**config.mk**
```make
export PLATFORM = sky130hd
export DESIGN_NAME = apb_master_ctrl_flat
export DESIGN_NICKNAME = d
export VERILOG_FILES = /design/src/rtl/apb_pkg.sv /design/src/rtl/apb_master_ctrl_if.sv /design/src/rtl/apb_wait_timer.sv /design/src/rtl/apb_master_ctrl.sv /design/src/flat_wrapper.sv
export SDC_FILE = /design/constraint.sdc
export NUM_CORES = 1
export LEC_CHECK = 0
export ABC_AREA = 1
export CELL_PAD_IN_SITES_DETAIL_PLACEMENT = 0
export CELL_PAD_IN_SITES_GLOBAL_PLACEMENT = 2
export CORE_ASPECT_RATIO = 1.75
export CORE_MARGIN = 2
export CORE_UTILIZATION = 23
export DETAILED_ROUTE_END_ITERATION = 8
export GPL_TIMING_DRIVEN = 0
export PLACE_DENSITY_LB_ADDON = 0.2
export SKIP_CTS_REPAIR_TIMING = 1
export SYNTH_ARGS = -nofsm -noshare
export SYNTH_HDL_FRONTEND = slang
export SYNTH_HIERARCHICAL = 1
export SYNTH_SLANG_ARGS = --single-unit
export TNS_END_PERCENT = 50
```
**constraint.sdc**
```tcl
create_clock -name clk -period 2.3 [get_ports clk]
set_clock_uncertainty 0.05 [all_clocks]
set_input_delay 0.23 -clock clk [delete_from_list [all_inputs] [get_ports clk]]
set_output_delay 0.23 -clock clk [all_outputs]
set_load 0.01 [all_outputs]
```
**src/rtl/apb_pkg.sv**
```systemverilog
// Shared types for the APB requester slice.
// Combinational only, no latency.
// No flow control; types and defaults only.
package apb_pkg;

  typedef enum logic [1:0] {
    IDLE   = 2'd0,
    SETUP  = 2'd1,
    ACCESS = 2'd2
  } apb_state_t;

  localparam int APB_AW  = 8;
  localparam int APB_DW  = 8;
  localparam int APB_IDW = 2;

  // Response as seen by the requester: read data plus error flag.
  typedef struct packed {
    logic [APB_DW-1:0] rdata;
    logic              err;
  } apb_rsp_t;

endpackage

```
**src/rtl/apb_master_ctrl_if.sv**
```systemverilog
// Request/response and APB bus bundle for apb_master_ctrl.
// Wires only, no latency.
// req_ready gates requests; responses have no backpressure.
interface apb_master_ctrl_if
  import apb_pkg::*;
#(
  parameter int NUM_SLAVES = 2,
  parameter int AW         = APB_AW,
  parameter int DW         = APB_DW
);
  logic                  req_valid;
  logic                  req_ready;
  logic                  req_write;
  logic [APB_IDW-1:0]    req_id;
  logic [AW-1:0]         req_addr;
  logic [DW-1:0]         req_wdata;
  logic                  rsp_valid;
  logic [DW-1:0]         rsp_rdata;
  logic                  rsp_err;
  logic [NUM_SLAVES-1:0] sel;
  logic                  enable;
  logic                  write;
  logic [AW-1:0]         addr;
  logic [DW-1:0]         wdata;
  logic [DW-1:0]         rdata;
  logic                  ready;

  modport master (
    input  req_valid, req_write, req_id, req_addr, req_wdata, rdata, ready,
    output req_ready, rsp_valid, rsp_rdata, rsp_err, sel, enable, write, addr, wdata
  );

  modport slave (
    output req_valid, req_write, req_id, req_addr, req_wdata, rdata, ready,
    input  req_ready, rsp_valid, rsp_rdata, rsp_err, sel, enable, write, addr, wdata
  );
endinterface

```
**src/rtl/apb_wait_timer.sv**
```systemverilog
// Saturating count of ACCESS cycles spent with ready low.
// expired_o is combinational on the increment that reaches TIMEOUT.
// No flow control; TIMEOUT=0 never expires.
module apb_wait_timer #(
  parameter int TIMEOUT = 16
) (
  input  logic clk,
  input  logic reset,
  input  logic clear_i,
  input  logic inc_i,
  output logic expired_o
);
  localparam int CW = (TIMEOUT < 2) ? 1 : $clog2(TIMEOUT + 1);

  logic [CW-1:0] cnt_q;
  logic [CW-1:0] cnt_d;

  // Next count: clear wins, otherwise count up and hold at all-ones.
  always_comb begin
    cnt_d = cnt_q;
    if (clear_i) begin
      cnt_d = '0;
    end else if (inc_i && (cnt_q != '1)) begin
      cnt_d = cnt_q + 1'b1;
    end
  end

  // Counter register.
  always_ff @(posedge clk) begin
    if (reset) begin
      cnt_q <= '0;
    end else begin
      cnt_q <= cnt_d;
    end
  end

  // Fires in the wait cycle whose increment brings the count up to TIMEOUT.
  assign expired_o = (TIMEOUT != 0) && inc_i && ((int'(cnt_q) + 1) >= TIMEOUT);

endmodule

```
**src/rtl/apb_master_ctrl.sv**
```systemverilog
// APB requester: one request in, SETUP+ACCESS on the bus, one response out.
// Zero wait states: accept at N, rsp_valid in N+3; each wait state adds one cycle.
// req_ready is high only in IDLE; responses are never stalled.
module apb_master_ctrl
  import apb_pkg::*;
#(
  parameter int NUM_SLAVES = 2,
  parameter int TIMEOUT    = 16,
  parameter int AW         = APB_AW,
  parameter int DW         = APB_DW
) (
  input  logic              clk,
  input  logic              reset,
  apb_master_ctrl_if.master bus
);
  apb_state_t            state_q;
  logic [NUM_SLAVES-1:0] sel_q;
  logic [NUM_SLAVES-1:0] sel_d;
  logic                  enable_q;
  logic                  write_q;
  logic [AW-1:0]         addr_q;
  logic [DW-1:0]         wdata_q;
  logic                  rsp_valid_q;
  logic [DW-1:0]         rsp_rdata_q;
  logic                  rsp_err_q;
  logic                  id_ok;
  logic                  tmr_clear;
  logic                  tmr_inc;
  logic                  tmr_expired;

  // One-hot select for the requested target; all zero for an out-of-range id.
  always_comb begin
    sel_d = '0;
    for (int i = 0; i < NUM_SLAVES; i++) begin
      sel_d[i] = (int'(bus.req_id) == i);
    end
  end

  assign id_ok     = (int'(bus.req_id) < NUM_SLAVES);
  assign tmr_clear = (state_q == SETUP);
  assign tmr_inc   = (state_q == ACCESS) && !bus.ready;

  apb_wait_timer #(
    .TIMEOUT (TIMEOUT)
  ) u_timer (
    .clk       (clk),
    .reset     (reset),
    .clear_i   (tmr_clear),
    .inc_i     (tmr_inc),
    .expired_o (tmr_expired)
  );

  // Transfer FSM with registered bus and response outputs.
  always_ff @(posedge clk) begin
    if (reset) begin
      state_q     <= IDLE;
      sel_q       <= '0;
      enable_q    <= 1'b0;
      write_q     <= 1'b0;
      addr_q      <= '0;
      wdata_q     <= '0;
      rsp_valid_q <= 1'b0;
      rsp_rdata_q <= '0;
      rsp_err_q   <= 1'b0;
    end else begin
      rsp_valid_q <= 1'b0;
      case (state_q)
        IDLE: begin
          if (bus.req_valid) begin
            if (id_ok) begin
              state_q <= SETUP;
              sel_q   <= sel_d;
              write_q <= bus.req_write;
              addr_q  <= bus.req_addr;
              wdata_q <= bus.req_wdata;
            end else begin
              // Bad target: answer with an error straight from IDLE, bus untouched.
              rsp_valid_q <= 1'b1;
              rsp_err_q   <= 1'b1;
              rsp_rdata_q <= '0;
            end
          end
        end
        SETUP: begin
          state_q  <= ACCESS;
          enable_q <= 1'b1;
        end
        ACCESS: begin
          if (bus.ready) begin
            state_q     <= IDLE;
            sel_q       <= '0;
            enable_q    <= 1'b0;
            write_q     <= 1'b0;
            rsp_valid_q <= 1'b1;
            rsp_err_q   <= 1'b0;
            rsp_rdata_q <= write_q ? '0 : bus.rdata;
          end else if (tmr_expired) begin
            state_q     <= IDLE;
            sel_q       <= '0;
            enable_q    <= 1'b0;
            write_q     <= 1'b0;
            rsp_valid_q <= 1'b1;
            rsp_err_q   <= 1'b1;
            rsp_rdata_q <= '0;
          end
        end
        default: state_q <= IDLE;
      endcase
    end
  end

  assign bus.req_ready = (state_q == IDLE);
  assign bus.sel       = sel_q;
  assign bus.enable    = enable_q;
  assign bus.write     = write_q;
  assign bus.addr      = addr_q;
  assign bus.wdata     = wdata_q;
  assign bus.rsp_valid = rsp_valid_q;
  assign bus.rsp_rdata = rsp_rdata_q;
  assign bus.rsp_err   = rsp_err_q;

endmodule
```
**src/flat_wrapper.sv**
```systemverilog
// flat-port wrapper written by rule: the top's interface ports become plain ports
module apb_master_ctrl_flat import apb_pkg::*;
#(
  parameter int NUM_SLAVES = 2,
  parameter int TIMEOUT    = 16,
  parameter int AW         = APB_AW,
  parameter int DW         = APB_DW
)
  (clk, reset, bus_req_valid, bus_req_write, bus_req_id, bus_req_addr, bus_req_wdata, bus_rdata, bus_ready, bus_req_ready, bus_rsp_valid, bus_rsp_rdata, bus_rsp_err, bus_sel, bus_enable, bus_write, bus_addr, bus_wdata);
  apb_master_ctrl_if #(.NUM_SLAVES(NUM_SLAVES), .AW(AW), .DW(DW)) bus_i ();
  input  logic clk;
  input  logic reset;
  input wire logic [$bits(bus_i.req_valid)-1:0] bus_req_valid;
  input wire logic [$bits(bus_i.req_write)-1:0] bus_req_write;
  input wire logic [$bits(bus_i.req_id)-1:0] bus_req_id;
  input wire logic [$bits(bus_i.req_addr)-1:0] bus_req_addr;
  input wire logic [$bits(bus_i.req_wdata)-1:0] bus_req_wdata;
  input wire logic [$bits(bus_i.rdata)-1:0] bus_rdata;
  input wire logic [$bits(bus_i.ready)-1:0] bus_ready;
  output wire logic [$bits(bus_i.req_ready)-1:0] bus_req_ready;
  output wire logic [$bits(bus_i.rsp_valid)-1:0] bus_rsp_valid;
  output wire logic [$bits(bus_i.rsp_rdata)-1:0] bus_rsp_rdata;
  output wire logic [$bits(bus_i.rsp_err)-1:0] bus_rsp_err;
  output wire logic [$bits(bus_i.sel)-1:0] bus_sel;
  output wire logic [$bits(bus_i.enable)-1:0] bus_enable;
  output wire logic [$bits(bus_i.write)-1:0] bus_write;
  output wire logic [$bits(bus_i.addr)-1:0] bus_addr;
  output wire logic [$bits(bus_i.wdata)-1:0] bus_wdata;
  assign bus_i.req_valid = bus_req_valid;
  assign bus_i.req_write = bus_req_write;
  assign bus_i.req_id = bus_req_id;
  assign bus_i.req_addr = bus_req_addr;
  assign bus_i.req_wdata = bus_req_wdata;
  assign bus_i.rdata = bus_rdata;
  assign bus_i.ready = bus_ready;
  assign bus_req_ready = bus_i.req_ready;
  assign bus_rsp_valid = bus_i.rsp_valid;
  assign bus_rsp_rdata = bus_i.rsp_rdata;
  assign bus_rsp_err = bus_i.rsp_err;
  assign bus_sel = bus_i.sel;
  assign bus_enable = bus_i.enable;
  assign bus_write = bus_i.write;
  assign bus_addr = bus_i.addr;
  assign bus_wdata = bus_i.wdata;
  apb_master_ctrl #(.NUM_SLAVES(NUM_SLAVES), .TIMEOUT(TIMEOUT), .AW(AW), .DW(DW)) u_core (.clk(clk), .reset(reset), .bus(bus_i));
endmodule
```
==> results_dict.tcl, run 1 <==
set metrics [dict create \
    ys_top_cells_by_count "37 x dfxtp_1, 30 x inv_1, 29 x a21oi_1" \
    path_clk_slew_ns 0.06 \
    post-dp-hpwl_um 3220 \
    synth_top_family_by_area "simple AND/OR/NAND/NOR gates" \
    cts_max_level 2 \
    powerDensity_mw_per_mm2 699 \
    cts_tree "built" \
    path_max_fanout 5 \
    peakVddDrop_mv 0.571 \
    die_w_um 65.9 \
    pin_count 62 \
    synth_seq_area_share_pct 48.0 \
    dieArea_mm2 0.00740 \
    synth_area_mm2 0.00154 \
    ys_types 23 \
    chipHeight_um 112 \
    synth.yosys.warnings 6 \
    synthArstFlopShare_pct 0 \
    synth-simple-area-share_pct 22.9 \
    num_vias 1455 \
    synth_top_area_cell "dfxtp_1" \
    cts_inserted_buffers 5 \
    drive_gt1_share_pct 8.58 \
    fin_crit_ns 1.97 \
    hp-class "flop to flop" \
    cts.sinks 37 \
    coreArea_mm2 0.00649 \
    p_leak_nw 0.947 \
    grtUsageTotal_pct 12.2 \
    maxCapViolations 0 \
    synthCells 200 \
    grt_pass1_wl_um 6690 \
    synthTopCellsByArea "dfxtp_1 48%, a21oi_1 9.4%, inv_1 7.3%, nand2_1 6.8%, nor2_1 5.1%" \
    cts_root_buffer "clkbuf_16" \
    setup_viol 0 \
    slew_viol_final 0 \
    n_antenna_cell 0 \
    synthFlopType "dfxtp_1" \
    avgRoutedWirePerCell_um 11.8 \
    ys_seq_elements 37 \
    synthMostInstantiatedCell "dfxtp_1" \
    antenna_found_initial 0 \
    outcome "complete, no violations" \
    max_slew.worst_pin.slew_ns 0.457 \
    utilization_pct 37.2 \
    fmax_mhz 509 \
    muxShareOfSynthArea_pct 0 \
    drt_pass1_iterations 4 \
    synth_edf_count 0 \
    synth_fa_ha_area_share_pct 1.62 \
    drtIter0Drc 46 \
    synth_fp_nets 233 \
    hold_violations 0 \
    synthXorXnorAreaFrac_pct 0 \
    relSlewSlack_pct 69.5 \
    critPathRequiredTime_ns 2.47 \
    route.detailed.drc 0 \
    first_global_vias 1396 \
    netlist.area_leader.share_pct 48.0 \
    num_rows 39 \
    clock_latency_ns 0.28 \
    holdWs_ns 0.394 \
    arrival_ns 2.14 \
    globalplace.congestion 0.697 \
    rsz0062_at_grt "false" \
    nets 301 \
    synth_compound_area_share_pct 17.2 \
    endpoint_kind "flop" \
    clk_path_buf_depth 2 \
    grt_max_degree 12 \
    via_per_inst 4.16 \
    crit_path_start_kind "flop" \
    critical_path_class "flop to flop" \
    area_growth_pct 56.6 \
    routed_wl_um 4130 \
    drt.antenna.violating_nets 0 \
    rrSetupSlack_ns 0.33 \
    finalSetupTns_ns 0 \
    io_buffers 61 \
    avgSynthCellArea_um2 7.71 \
    grt-ovfl-total 0 \
    start_util_pct 23.8 \
    min_period_over_period_pct 85.5 \
]
## critical path, stage by stage (launching register included)
cell	delay (ns)
dfxtp_1	0.35
ha_1	0.24
and3_1	0.19
ha_1	0.29
nor2_1	0.05
nor2_1	0.14
nor2_1	0.06
nand2_1	0.15
nand3_2	0.15
nand2_1	0.09
nand2_1	0.05
nor2_1	0.09
## per-stage QoR
step                cell area [µm²]  total power [mW]  setup WS, ns  instances
detailed placement             2260             0.946         0.320        343
CTS                            2420              1.73         0.300        350
global route                   2420              1.77         0.159        350
global placement               2260             0.946         0.308        343
finish                         2420              1.69         0.334        350
floorplan                      1540             0.803         0.568        200
## cells in the final DEF (no fill, tap or decap), drive strengths merged, types with 2 or more instances in the layout
cell type / instances
dfxtp: 37
a21oi: 30
nand4: 2
buf: 5
nand2: 29
o21ai: 20
inv: 32
ha: 2
nor2: 25
clkdlybuf4s50: 61
nand3: 14
clkbuf: 7
## final timing paths
check / startpoint / end / cells past startpoint
worst max-delay path: u_core/u_timer/cnt_q[0] / u_core/bus.sel[1] / 11
worst min-delay path: u_core/bus.addr[2] / u_core/bus.addr[2] / 2
worst max register to register: u_core/u_timer/cnt_q[0] / u_core/bus.sel[1] / 11
worst min register to register: u_core/bus.addr[2] / u_core/bus.addr[2] / 2
## cell type report
class	count	area, µm²
Timing Repair Buffer	61	611
Clock inverter	2	35.0
Fill cell	697	4070
Inverter	32	120
Clock buffer	5	125
Multi-Input combinational cell	124	643
Tap cell	82	103
Sequential cell	37	741
Buffer	7	38.8
## where the power goes
part	total, mW	switching (mW)	internal (mW)
sequential	0.694	0.0200	0.674
clock	0.762	0.259	0.503
combinational	0.233	0.104	0.129
## per-layer routing
layer / GRT usage, % / vias up / part of all wire (%)
li1: - / 777 / -
met1: 13.0 / 631 / 38
met2: 20.6 / 41 / 53
met3: 4.41 / 6 / 6.4
met4: 6.25 / 0 / 2.5
met5: 0 / - / 0
## state kept, by name, indices dropped and copies added, names as in the netlist
name / flops
u_core/bus.addr: 8
u_core/bus.enable: 1
u_core/bus.rsp_err: 1
u_core/bus.rsp_rdata: 8
u_core/bus.rsp_valid: 1
u_core/bus.sel: 2
u_core/bus.wdata: 8
u_core/bus.write: 1
u_core/state_q: 2
u_core/u_timer/cnt_q: 5
## cell families after synthesis
group           count (synthesis)
simple gates                   71
compound gates                 51
buf+inv                        39
flops                          37
fa+ha+maj                       2
Power figures use the tool's default switching activity.
==> run 2, diff against run 1 <==
ABC_CLOCK_PERIOD_IN_PS = 2300   (was default)
HOLD_SLACK_MARGIN = 0.06   (was default)
==> results of run 2 <==
Final layout, timing and power as in run 1 (identical DEF).
==> run 3, diff against run 2 <==
ABC_CLOCK_PERIOD_IN_PS = 2390   (was 2300)
CELL_PAD_IN_SITES_DETAIL_PLACEMENT = default   (was 0)
CELL_PAD_IN_SITES_GLOBAL_PLACEMENT = default   (was 2)
CORE_UTILIZATION = 35   (was 23)
SLEW_MARGIN = 0   (was default)
clock period = 2.39 ns   (was 2.3 ns; I/O delays follow)
==> run 3 against run 2 <==
  * Sequential power decreased by 3.9%
  * Clock power decreased by 41%
  * Count of clock-buffer cells in the layout increased by 1
  * Via count increased by 1.1%
  * Maximum frequency increased by 1.4%
  * Critical endpoint unchanged
  * Largest power group is now registers
  * Highest routed layer unchanged
==> results_dict.tcl, run 3 (synthesis gave the netlist of run 1 again) <==
set metrics [dict create \
    num_vias 1471 \
    placed_area_mm2 0.00222 \
    drt.antenna.violating_nets 0 \
    cts_max_level 2 \
    dieArea_mm2 0.00498 \
    arrival_ns 2.11 \
    drive_gt1_share_pct 8.92 \
    finalSetupTns_ns 0 \
    routed_wl_um 3580 \
    critPathRequiredTime_ns 2.57 \
    rsz0062_at_grt "false" \
    critical_path_class "flop to flop" \
    clk_path_buf_depth 2 \
    n_antenna_cell 0 \
    setup_viol 0 \
    hold_violations 0 \
    final_area_mm2 0.00231 \
    chipHeight_um 91.8 \
    cts.sinks 37 \
    cts_inserted_buffers 5 \
    layout_common_cells "61 x clkdlybuf4s50_1, 37 x dfxtp_1, 30 x inv_1, 29 x a21oi_1, 28 x nand2_1" \
    num_rows 32 \
    hp-class "flop to flop" \
    drt_pass1_iterations 4 \
    route.detailed.drc 0 \
    first_global_vias 1354 \
    post-dp-hpwl_um 2770 \
    slew_viol_final 0 \
    grt_pass1_wl_um 5970 \
    path_max_fanout 5 \
    crit_path_start_kind "flop" \
    layout_commonest_cell "clkdlybuf4s50_1" \
    grt-ovfl-total 0 \
    min_period_over_period_pct 81.1 \
    peakVddDrop_mv 0.526 \
    holdWs_ns 0.398 \
    powerDensity_mw_per_mm2 579 \
    cts_root_buffer "clkbuf_8" \
    cts_tree "built" \
    clock_latency_ns 0.29 \
    endpoint_kind "flop" \
    globalplace.congestion 0.861 \
    die_w_um 54.2 \
    maxCapViolations 0 \
    path_clk_slew_ns 0.07 \
    grtUsageTotal_pct 16.3 \
    area_growth_pct 50.0 \
    nets 301 \
    max_slew.worst_pin.slew_ns 0.450 \
    antenna_found_initial 0 \
    nFillCells 429 \
    fmax_mhz 516 \
    pin_count 62 \
    p_leak_nw 0.918 \
    place_ws_ns 0.456 \
    grt_max_degree 13 \
    outcome "complete, no violations" \
    io_buffers 61 \
    layout_setup_ws_ns 0.451 \
    via_per_inst 4.60 \
    relSlewSlack_pct 70.0 \
    drtIter0Drc 20 \
    coreArea_mm2 0.00432 \
    start_util_pct 35.7 \
    avgRoutedWirePerCell_um 11.2 \
    fin_crit_ns 1.94 \
]
run 3: changes by cell type in the layout (fill, tap and decap cells not counted), sizes merged:
cell and delta:
bufinv -1, clkbuf +1, clkinv +1
run 3: final cells by class:
cell class,count,area [µm²],share of cell area (%)
flip-flops and latches,37,741,32.0
multi-input cells,124,643,27.8
well taps,51,63.8,2.76
clock inverters,2,13.8,0.595
inverters,32,120,5.19
plain buffers,7,38.8,1.68
repair buffers,61,611,26.4
clock buffers,6,82.6,3.57
run 3: worst paths after layout:
check	from	cells after the start	endpoint	slack [ns]
max reg2reg	u_core/u_timer/cnt_q[0]	11	u_core/bus.sel[1]	0.45
max	u_core/u_timer/cnt_q[0]	11	u_core/bus.sel[1]	0.45
min	u_core/bus.addr[6]	2	u_core/bus.addr[6]	0.40
min reg2reg	u_core/bus.addr[6]	2	u_core/bus.addr[6]	0.40
run 3: routing by layer:
| metal | global-route usage [%] | wire length (µm) | vias to the layer above | share of wire (%) |
|---|---|---|---|---|
| li1 | - | - | 777 | - |
| met1 | 16.5 | 1330 | 647 | 37 |
| met2 | 28.1 | 1910 | 41 | 53 |
| met3 | 5.54 | 259 | 6 | 7.2 |
| met4 | 7.50 | 79 | 0 | 2.2 |
| met5 | 0 | 0 | - | 0 |
run 3: worst max-delay path: stages (launching register included):
cell,delay (ns)
dfxtp_1,0.36
ha_1,0.24
and3_1,0.19
ha_1,0.29
nor2_1,0.05
nor2_1,0.15
nor2_1,0.06
nand2_1,0.16
nand3_2,0.13
nand2_1,0.08
nand2_1,0.04
nor2_1,0.09
run 3: report_power, final:
part / internal (mW) / leakage, nW / switching, mW
Clock: 0.234 / 0.0512 / 0.220
Sequential: 0.648 / 0.302 / 0.0195
Combinational: 0.124 / 0.565 / 0.0958
run 3: stage by stage:
step           total power, mW  std cells  utilization (%)
3_3_place_gp             0.903        312             51.3
4_1_cts                   1.36        320             53.5
2_1_floorplan            0.773        200                -
6_report                  1.34        320             53.5
5_1_grt                   1.41        320             53.5
3_5_place_dp             0.905        312             51.3
